### src/rtl/ft_pkg.sv
// Shared types and constants for the FT601Q TX frame packer.
// Header word layout: MAGIC in [31:24], SOF flag in bit 23, block sequence in [15:0].
package ft_pkg;

  typedef enum logic [1:0] {
    IDLE    = 2'd0,
    PAYLOAD = 2'd1,
    PAD     = 2'd2
  } state_e;

  localparam int HDR_MAGIC_MSB = 31;
  localparam int HDR_MAGIC_LSB = 24;
  localparam int HDR_SOF_BIT   = 23;
  localparam int HDR_SEQ_MSB   = 15;
  localparam int HDR_SEQ_LSB   = 0;

  localparam logic [7:0]  MAGIC_DEFAULT    = 8'hA5;
  localparam logic [31:0] PAD_WORD_DEFAULT = 32'h0000_0000;

  // Assemble a block header; bits [22:16] are reserved and stay zero.
  function automatic logic [31:0] make_header(input logic [7:0] magic,
                                              input logic sof,
                                              input logic [15:0] seq);
    logic [31:0] h;
    h = '0;
    h[HDR_MAGIC_MSB:HDR_MAGIC_LSB] = magic;
    h[HDR_SOF_BIT] = sof;
    h[HDR_SEQ_MSB:HDR_SEQ_LSB] = seq;
    return h;
  endfunction

endpackage

### src/rtl/ft_byte_pack.sv
// Little-endian byte-to-word packer. Holds up to three bytes; the word is
// formed combinationally with the current byte so a full word (or a frame's
// final partial word, upper bytes zero) is presented in the accepting cycle.
module ft_byte_pack (
  input  logic        clk_i,
  input  logic        nrst_i,
  input  logic        accept_i,
  input  logic        last_i,
  input  logic [7:0]  data_i,
  input  logic        clr_i,
  output logic        word_valid_o,
  output logic [31:0] word_o
);

  logic [1:0]  byte_idx_q, byte_idx_d;
  logic [23:0] hold_q, hold_d;

  // Word assembly and holding-register next state.
  always_comb begin
    word_valid_o = accept_i & ((byte_idx_q == 2'd3) | last_i);
    word_o       = {8'h00, hold_q} | ({24'h000000, data_i} << {byte_idx_q, 3'b000});
    hold_d       = hold_q;
    byte_idx_d   = byte_idx_q;
    if (clr_i || word_valid_o) begin
      // Clearing after each word keeps unused upper lanes zero for partial words.
      hold_d     = '0;
      byte_idx_d = '0;
    end else if (accept_i) begin
      hold_d     = word_o[23:0];
      byte_idx_d = byte_idx_q + 2'd1;
    end
  end

  // Holding register and byte index.
  always_ff @(posedge clk_i) begin
    if (!nrst_i) begin
      hold_q     <= '0;
      byte_idx_q <= '0;
    end else begin
      hold_q     <= hold_d;
      byte_idx_q <= byte_idx_d;
    end
  end

endmodule

### src/rtl/ft_frame_packer.sv
// Frame packer for the FT601Q TX FIFO: byte stream in, fixed-size blocks of
// 32-bit words out (header + payload, padded to the block end after a frame).
// Handshakes: a byte moves when in_valid & in_ready; a word moves when wr_en,
// and wr_en is only raised while wr_full is low, so every write is taken once.
// Optional macro FT_FRAME_PACKER_TPG_EN adds a tpg input that turns the next
// block into a test-pattern block (payload counts up by 4, no bytes consumed).
module ft_frame_packer
  import ft_pkg::*;
#(
  parameter int          BLOCK_WORDS = 1024,
  parameter logic [7:0]  MAGIC       = MAGIC_DEFAULT,
  parameter logic [31:0] PAD_WORD    = PAD_WORD_DEFAULT
) (
  input  logic        wr_clk,
  input  logic        nrst,
  input  logic        en,
  input  logic        in_valid,
  input  logic [7:0]  in_data,
  input  logic        in_last,
  output logic        in_ready,
  output logic        wr_en,
  output logic [31:0] wr_data,
  input  logic        wr_full,
  output logic [7:0]  frame_cnt,
  output logic [15:0] blk_cnt,
`ifdef FT_FRAME_PACKER_TPG_EN
  input  logic        tpg,
`endif
  output logic [1:0]  dbg_state_o
);

  localparam int IW = $clog2(BLOCK_WORDS);
  localparam logic [IW-1:0] LAST_IDX = IW'(BLOCK_WORDS - 1);

  state_e        state_q, state_d;
  logic [IW-1:0] word_idx_q, word_idx_d;
  logic [15:0]   blk_cnt_q, blk_cnt_d;
  logic [7:0]    frame_cnt_q, frame_cnt_d;
  logic          sof_q, sof_d;
  logic          tpg_mode;
  logic          accept;
  logic          word_valid;
  logic [31:0]   word;
  logic          hdr_sof;

`ifdef FT_FRAME_PACKER_TPG_EN
  logic          tpg_mode_q, tpg_mode_d;
  logic [31:0]   tpg_cnt_q, tpg_cnt_d;
  assign tpg_mode = tpg_mode_q;
`else
  assign tpg_mode = 1'b0;
`endif

  // Bytes are only taken in a normal payload block with FIFO room.
  assign in_ready = nrst & (state_q == PAYLOAD) & ~tpg_mode & ~wr_full;
  assign accept   = in_valid & in_ready;

  assign frame_cnt   = frame_cnt_q;
  assign blk_cnt     = blk_cnt_q;
  assign dbg_state_o = state_q;

  ft_byte_pack u_pack (
    .clk_i        (wr_clk),
    .nrst_i       (nrst),
    .accept_i     (accept),
    .last_i       (in_last),
    .data_i       (in_data),
    .clr_i        (state_q != PAYLOAD),
    .word_valid_o (word_valid),
    .word_o       (word)
  );

  // Next-state and write-port logic for the block sequencer.
  always_comb begin
    state_d     = state_q;
    word_idx_d  = word_idx_q;
    blk_cnt_d   = blk_cnt_q;
    frame_cnt_d = frame_cnt_q;
    sof_d       = sof_q;
    wr_en       = 1'b0;
    wr_data     = '0;
    hdr_sof     = sof_q;
`ifdef FT_FRAME_PACKER_TPG_EN
    tpg_mode_d  = tpg_mode_q;
    tpg_cnt_d   = tpg_cnt_q;
`endif
    case (state_q)
      IDLE: begin
        if (en && !wr_full) begin
          sof_d = 1'b0;
`ifdef FT_FRAME_PACKER_TPG_EN
          tpg_mode_d = tpg;
          if (tpg) begin
            // Pattern blocks always flag SOF and leave the frame SOF pending.
            hdr_sof = 1'b1;
            sof_d   = sof_q;
          end
`endif
          wr_en      = 1'b1;
          wr_data    = make_header(MAGIC, hdr_sof, blk_cnt_q);
          blk_cnt_d  = blk_cnt_q + 16'd1;
          word_idx_d = IW'(1);
          state_d    = PAYLOAD;
        end
      end
      PAYLOAD: begin
`ifdef FT_FRAME_PACKER_TPG_EN
        if (tpg_mode_q) begin
          if (!wr_full) begin
            wr_en      = 1'b1;
            wr_data    = tpg_cnt_q;
            tpg_cnt_d  = tpg_cnt_q + 32'd4;
            word_idx_d = word_idx_q + IW'(1);
            if (word_idx_q == LAST_IDX) state_d = IDLE;
          end
        end else begin
`endif
        if (word_valid) begin
          wr_en      = 1'b1;
          wr_data    = word;
          word_idx_d = word_idx_q + IW'(1);
          if (in_last) begin
            frame_cnt_d = frame_cnt_q + 8'd1;
            sof_d       = 1'b1;
            state_d     = (word_idx_q == LAST_IDX) ? IDLE : PAD;
          end else if (word_idx_q == LAST_IDX) begin
            state_d = IDLE;
          end
        end
`ifdef FT_FRAME_PACKER_TPG_EN
        end
`endif
      end
      PAD: begin
        if (!wr_full) begin
          wr_en      = 1'b1;
          wr_data    = PAD_WORD;
          word_idx_d = word_idx_q + IW'(1);
          if (word_idx_q == LAST_IDX) state_d = IDLE;
        end
      end
      default: state_d = IDLE;
    endcase
    // No writes leave the block while reset is held.
    if (!nrst) begin
      wr_en   = 1'b0;
      wr_data = '0;
    end
  end

  // Sequencer state and counters.
  always_ff @(posedge wr_clk) begin
    if (!nrst) begin
      state_q     <= IDLE;
      word_idx_q  <= '0;
      blk_cnt_q   <= '0;
      frame_cnt_q <= '0;
      sof_q       <= 1'b1;
`ifdef FT_FRAME_PACKER_TPG_EN
      tpg_mode_q  <= 1'b0;
      tpg_cnt_q   <= '0;
`endif
    end else begin
      state_q     <= state_d;
      word_idx_q  <= word_idx_d;
      blk_cnt_q   <= blk_cnt_d;
      frame_cnt_q <= frame_cnt_d;
      sof_q       <= sof_d;
`ifdef FT_FRAME_PACKER_TPG_EN
      tpg_mode_q  <= tpg_mode_d;
      tpg_cnt_q   <= tpg_cnt_d;
`endif
    end
  end

endmodule

### config.mk
export PLATFORM = sky130hd
export DESIGN_NAME = ft_frame_packer
export DESIGN_NICKNAME = d
export VERILOG_FILES = /design/src/rtl/ft_pkg.sv /design/src/rtl/ft_byte_pack.sv /design/src/rtl/ft_frame_packer.sv
export SDC_FILE = /design/constraint.sdc
export NUM_CORES = 1
export LEC_CHECK = 0
export ABC_AREA = 1
export CORE_MARGIN = 4
export CORE_UTILIZATION = 32
export CTS_BUF_LIST = sky130_fd_sc_hd__clkbuf_8 sky130_fd_sc_hd__clkbuf_16
export DETAILED_ROUTE_END_ITERATION = 7
export PLACE_DENSITY = 0.64
export SLEW_MARGIN = 5
export SYNTH_ARGS = -nofsm -noshare
export SYNTH_HDL_FRONTEND = slang
export SYNTH_SLANG_ARGS = --single-unit
### constraint.sdc
create_clock -name wr_clk -period 1.8 [get_ports wr_clk]
set_input_delay 0.18 -clock wr_clk [delete_from_list [all_inputs] [get_ports wr_clk]]
set_output_delay 0.18 -clock wr_clk [all_outputs]
set_load 0.01 [all_outputs]
==> qor.yml, run 1 <==
diodes: 0
hold_buffers: 0
coreArea_sq_um: 10900
worst_ep_required_time_ps: 1620
grt_max_degree: 28
synth_top_family_by_area: "simple AND/OR/NAND/NOR gates"
synth_seq_cells: 63
fill_cells: 1035
synth.distinct_cells: 37
synth_compound_area_share_pct: 16.9
synth_common_cells: "nand2_1, nor2_1, a21oi_1, dfxtp_1, inv_1"
p_leak_nw: 2.42
drive_gt1_share_pct: 30.8
syn_inst: 560
grt_pass1_wl_mm: 19.2
async_flop_share_pct: 0
finalMaxSlewViolations: 0
die_height_um: 114
post-route-min-period_ps: 2070
syn-cell-area_sq_um: 3600
portBuffers: 73
synthSimpleGateAreaFrac_pct: 33.6
tritoncts: "built"
worstPathMaxFanout: 7
row_count: 38
powerDensity_nw_per_um2: 679
root_buffer: "clkbuf_16"
synth.most_common_cell: "nand2_1"
clock_latency_ps: 330
area_growth_pct: 57.8
hold-path-cell-count: 2
stdcell_area_sq_um: 5690
synth_top_area_share_pct: 35.0
die_area_sq_um: 13000
cap_violations: 0
ys.flop_type: "dfxtp_1"
yosysSeqAreaShare_pct: 35.0
first_pass_iters: 4
placed_area_sq_um: 4970
wl_per_cell_um: 13.7
io-pin-count: 74
grt_use_total_pct: 18.2
avgSynthCellArea_sq_um: 6.43
fmaxAchievable_mhz: 484
layout.nets: 738
synthXorXnorAreaFrac_pct: 1.70
vias_per_cell: 4.91
path_clk_slew_ps: 50
arrival_ps: 1890
cts_buffers: 9
rsz0062_at_grt: "yes"
hold_viol: 0
synthTopCellsByArea: "dfxtp_1, nand2_1, nor2_1, a21oi_1, inv_1"
syn_nets: 582
routed_wl_mm: 11.8
yosys.area.top_type: "dfxtp_1"
drt_first_iter_violations: 208
antenna_found_initial: 0
ys_warn_count: 0
grt_pass1_vias: 4089
final_core_utilization_pct: 52.0
clock-sinks: 63
start_util_pct: 33.0
violations: "negative setup slack"
gp_congestion: 0.868
cts_buffer_depth: 2
relSlewSlack_pct: 76.5
startpoint_type: "flop"
outcome: "finished with violations"
synth-adder-area-share_pct: 2.78
hpwl_mm: 8.28
fin_ws_ps: -268
fin_skew_ps: 5.84
end_kind: "primary output"
muxShareOfSynthArea_pct: 0
ir_drop_v: 0.000443
r2r_cells: 13
antenna_left: 0
hold_path.class: "reg -> reg"
route.vias.total: 4228
die_x_um: 114
drcViolationCount: 0
tightestPinTransition_ps: 351
overflow: 0
setup_viol: 34
htreeDepth: 3
synth-edff-count: 0
crit_type: "reg -> out"
min_period_over_period_pct: 115
worst paths after layout:
check | startpoint | endpoint | slack, ps
setup / recovery | dbg_state_o[1]$_SDFFE_PN0P_ | wr_data[12] | -270
hold / removal | u_pack.hold_q[14]$_SDFFE_PP0P_ | u_pack.hold_q[14]$_SDFFE_PP0P_ | 470
setup reg to reg | dbg_state_o[1]$_SDFFE_PN0P_ | blk_cnt[7]$_SDFFE_PN0P_ | -10
hold reg to reg | u_pack.hold_q[14]$_SDFFE_PP0P_ | u_pack.hold_q[14]$_SDFFE_PP0P_ | 470
metal layers:
metal,track usage [%],share of wire [%]
met4,5.38,1.2
met1,22.0,44
met3,3.91,4.7
met2,32.2,50
met5,0,0
report_power, final:
part,internal (mW),switching [mW],leakage (nW)
registers,1.42,0.0219,0.511
clock network,1.09,0.608,0.152
logic,0.340,0.381,1.75
total,2.85,1.01,2.42
through the flow:
| step | hold WS [ps] | setup WS (ps) | setup TNS [ps] | std cells | power [mW] |
|---|---|---|---|---|---|
| 2_1_floorplan | 318 | 14.1 | 0 | 560 | 1.76 |
| 3_3_place_gp | 449 | -503 | -20610 | 819 | 2.03 |
| 3_5_place_dp | 459 | -546 | -23300 | 819 | 2.04 |
| 4_1_cts | 470 | -254 | -6330 | 848 | 3.80 |
| 5_1_grt | 499 | -336 | -9020 | 861 | 4.01 |
| 6_report | 471 | -268 | -5640 | 861 | 3.86 |
logic make-up after synthesis:
group	Yosys count
adders and majority gates	8
DFF	63
buffers and inverters	88
and+or+nand+nor	285
AOI/OAI and AO/OA	109
xor gates and xnor gates	7
registers in the layout, indices dropped and copies added (netlist names):
| name | cells |
|---|---|
| u_pack.hold_q | 24 |
| blk_cnt | 16 |
| word_idx_q | 10 |
| frame_cnt | 8 |
| dbg_state_o | 2 |
| u_pack.byte_idx_q | 2 |
| hdr_sof | 1 |
area by class of cell:
cell class / instances / area, sq um / area share [%]
well taps: 140 / 175 / 3.08
multi-input cells: 409 / 2270 / 39.9
inverters: 66 / 267 / 4.69
clock buffers: 10 / 239 / 4.20
clock inverters: 6 / 53.8 / 0.946
repair buffers: 167 / 1410 / 24.9
flip-flops and latches: 63 / 1270 / 22.3
layout by cell type (no fill, tap or decap), types with 8 or more instances in the layout:
cell,count
a21oi_2,10
inv_1,56
buf_6,9
dfxtp_1,59
nor2_1,89
a31oi_1,8
buf_4,76
nand4_1,11
clkdlybuf4s50_1,39
o21ai_0,10
clkbuf_16,10
nand2_1,117
or2_2,8
nor2_4,11
nor3_1,8
nand3_1,16
a21oi_1,55
o21a_1,8
buf_2,31
critical path, cell delays in order (launching register included):
cell and delay [ps]:
dfxtp_2 320, inv_2 80, ha_4 150, nand2_4 50, nor2_4 110, nand3_4 120
buf_6 160, buf_12 140, nor2_4 90, a21oi_2 40, nor2_1 130, buf_2 150
what timing repair did:
item	CTS	global route
resized for setup	180	55
gates cloned	1	1
setup endpoints to repair	64	73
buffers inserted	12	12
pin swaps	13	30
Power figures use the tool's default switching activity.
==> inputs of run 2 (changes only) <==
--- a/config.mk
+++ b/config.mk
@@ -6,11 +6,11 @@
 export NUM_CORES = 1
 export LEC_CHECK = 0
 export ABC_AREA = 1
-export CORE_MARGIN = 4
-export CORE_UTILIZATION = 32
+export CORE_MARGIN = 10
+export CORE_UTILIZATION = 25
 export CTS_BUF_LIST = sky130_fd_sc_hd__clkbuf_8 sky130_fd_sc_hd__clkbuf_16
 export DETAILED_ROUTE_END_ITERATION = 7
-export PLACE_DENSITY = 0.64
+export PLACE_DENSITY = 0.55
 export SLEW_MARGIN = 5
 export SYNTH_ARGS = -nofsm -noshare
 export SYNTH_HDL_FRONTEND = slang
==> run 2 against run 1 <==
The flow still finishes with violations (negative setup slack). Clock-buffer cell count down 1. Sequential power is essentially flat. Global-route usage shrank 5.5 points. Setup slack improved by 64 ps. Critical path type unchanged. Highest routed layer unchanged.
==> qor.yml, run 2 (synthesis results as in run 1) <==
outcome: "finished with violations"  # unchanged
violations: "negative setup slack"  # unchanged
power.share.clock_pct: 44.5  # was 44.0%
route.vias.total: 4176  # was 4,228
cap_violations: 0  # unchanged
min_period_over_period_pct: 111  # was 115%
p_leak_nw: 2.38  # was 2.42 nW
wl_per_cell_um: 14.0  # was 13.7 um
rsz0062_at_grt: "yes"  # unchanged
drive_gt1_share_pct: 31.7  # was 30.8%
vias_per_cell: 4.67  # was 4.91
end_kind: "primary output"  # unchanged
grt_pass1_wl_mm: 20.6  # was 19.2 mm
root_buffer: "clkbuf_16"  # unchanged
antenna_found_initial: 0  # unchanged
worstPathMaxFanout: 5  # was 7
path_clk_slew_ps: 50  # about the same
fin_ws_ps: -204  # was -268 ps
overflow: 0  # unchanged
worst_ep_required_time_ps: 1620  # about the same
intPower_mw: 2.82  # was 2.85 mW
grt_max_degree: 26  # was 28
startpoint_type: "flop"  # unchanged
hold_path.class: "reg -> reg"  # unchanged
p_comb_share_pct: 18.3  # was 18.7%
swShare_pct: 27.9  # was 26.2%
fin_skew_ps: 6.70  # was 5.84 ps
die_area_sq_um: 19600  # was 13,000 sq um
fmaxAchievable_mhz: 499  # was 484 MHz
die_x_um: 140  # was 114 um
cts_buffer_depth: 2  # unchanged
ir_drop_v: 0.000346  # was 0.000443 V
cts_buffers: 9  # unchanged
area_growth_pct: 57.5  # was 57.8%
grt_pass1_vias: 4145  # was 4,089
largest_register: "u_pack.hold_q"  # unchanged
gp_congestion: 0.871  # was 0.868
clock-sinks: 63  # unchanged
largest_register_ffs: 24  # unchanged
crit_type: "reg -> out"  # unchanged
coreArea_sq_um: 14000  # was 10,900 sq um
r2r_cells: 13  # unchanged
antenna_left: 0  # unchanged
drcViolationCount: 0  # unchanged
relSlewSlack_pct: 71.0  # was 76.5%
mostFrequentLayoutCells: "nand2_1, nor2_1, buf_4"  # unchanged
arrival_ps: 1820  # was 1890 ps
r2r_slack_ps: -70  # was -10 ps
hold_ws_ps: 465  # was 471 ps
drt_first_iter_violations: 227  # was 208
min_from: "u_pack.hold_q[8]$_SDFFE_PP0P_"  # was u_pack.hold_q[14]$_SDFFE_PP0P_
hpwl_mm: 9.26  # was 8.28 mm
whs_endpoint: "u_pack.hold_q[8]$_SDFFE_PP0P_"  # was u_pack.hold_q[14]$_SDFFE_PP0P_
finalMaxSlewViolations: 0  # unchanged
tightestPinTransition_ps: 435  # was 351 ps
grt_use_total_pct: 12.6  # was 18.2%
power_frac_seq_pct: 37.2  # was 37.3%
routed_wl_mm: 12.5  # was 11.8 mm
first_pass_iters: 4  # unchanged
hold_viol: 0  # unchanged
die_height_um: 140  # was 114 um
portBuffers: 73  # unchanged
switching_power_mw: 1.09  # was 1.01 mW
post-route-min-period_ps: 2000  # was 2070 ps
io-pin-count: 74  # unchanged
hold-path-cell-count: 2  # unchanged
r2r-start: "dbg_state_o[1]$_SDFFE_PN0P_"  # unchanged
htreeDepth: 3  # unchanged
layout.nets: 730  # was 738
start_util_pct: 25.8  # was 33.0%
final_core_utilization_pct: 40.6  # was 52.0%
powerDensity_nw_per_um2: 688  # was 679 nW/um^2
tritoncts: "built"  # unchanged
clock_latency_ps: 340  # was 330 ps
setup_viol: 62  # was 34
row_count: 43  # was 38
r2r_end: "u_pack.hold_q[13]$_SDFFE_PP0P_"  # was blk_cnt[7]$_SDFFE_PN0P_
mostFrequentLayoutCell: "nand2_1"  # unchanged
==> run 2: cell types whose count changed in the layout (fill, tap and decap cells not counted), moves of 5 or more <==
cell	change
nand3_1	+5
nand2_1	-12
a21oi_2	+11
a21oi_1	-11
buf_6	+9
nand2_2	+10
buf_4	-11
==> run 2: worst max path at each step <==
stage / startpoint / slack, ps / end
6_report: dbg_state_o[1]$_SDFFE_PN0P_ / -200 / wr_en
3_3_place_gp: nrst / -650 / wr_en
3_5_place_dp: nrst / -670 / wr_en
2_1_floorplan: dbg_state_o[1]$_SDFFE_PN0P_ / 10 / wr_data[7]
5_1_grt: dbg_state_o[1]$_SDFFE_PN0P_ / -280 / wr_data[25]
4_1_cts: dbg_state_o[1]$_SDFFE_PN0P_ / -240 / wr_en
==> run 2: power by group through the flow <==
stage / sequential [mW] / combinational [mW] / clock, mW
6_report: 1.45 / 0.715 / 1.74
5_1_grt: 1.45 / 0.780 / 1.86
4_1_cts: 1.45 / 0.640 / 1.78
3_5_place_dp: 1.48 / 0.555 / 0
3_3_place_gp: 1.47 / 0.551 / 0
2_1_floorplan: 1.48 / 0.281 / 0
==> run 2: area by class of cell <==
cell class | instances | area [sq um]
fill | 1454 | 8310
antenna | 1 | 2.50
inverter | 66 | 267
clock inverter | 7 | 72.6
tap | 180 | 225
multi-input combinational | 410 | 2280
sequential | 63 | 1270
timing repair buffer | 157 | 1330
timing repair inverter | 1 | 5.00
clock buffer | 9 | 225
==> run 2: per-layer routing <==
| metal | track usage (%) | vias to the layer above | share of wire [%] |
|---|---|---|---|
| met5 | 0 | - | 0 |
| met4 | 4.02 | 0 | 1.5 |
| met3 | 5.10 | 12 | 7.6 |
| li1 | - | 2119 | - |
| met1 | 14.6 | 1956 | 43 |
| met2 | 20.8 | 89 | 48 |
==> run 2: metrics by stage <==
stage / setup slack, ps / total power [mW] / TNS, ps / cells / area (sq um)
2_1_floorplan: 14.1 / 1.76 / 0 / 560 / 3620
3_3_place_gp: -647 / 2.03 / -24230 / 855 / 4970
3_5_place_dp: -674 / 2.03 / -26130 / 855 / 4970
4_1_cts: -244 / 3.87 / -4780 / 883 / 5420
5_1_grt: -280 / 4.09 / -12560 / 893 / 5670
6_report: -204 / 3.90 / -5390 / 894 / 5680
==> run 2: critical path, cell delays in order, from the launching register on <==
cell	delay (ps)
dfxtp_4	350
inv_4	60
ha_4	140
nand2_4	60
nor2_4	110
nand3_4	130
buf_6	170
a311oi_2	260
buf_2	200
==> run 2: repair_timing <==
item,CTS,global route
setup buffers,12,9
endpoints found under the setup margin,69,84
hold buffers,0,0
resized for setup,193,64
pin swaps,21,36
cloned,1,2
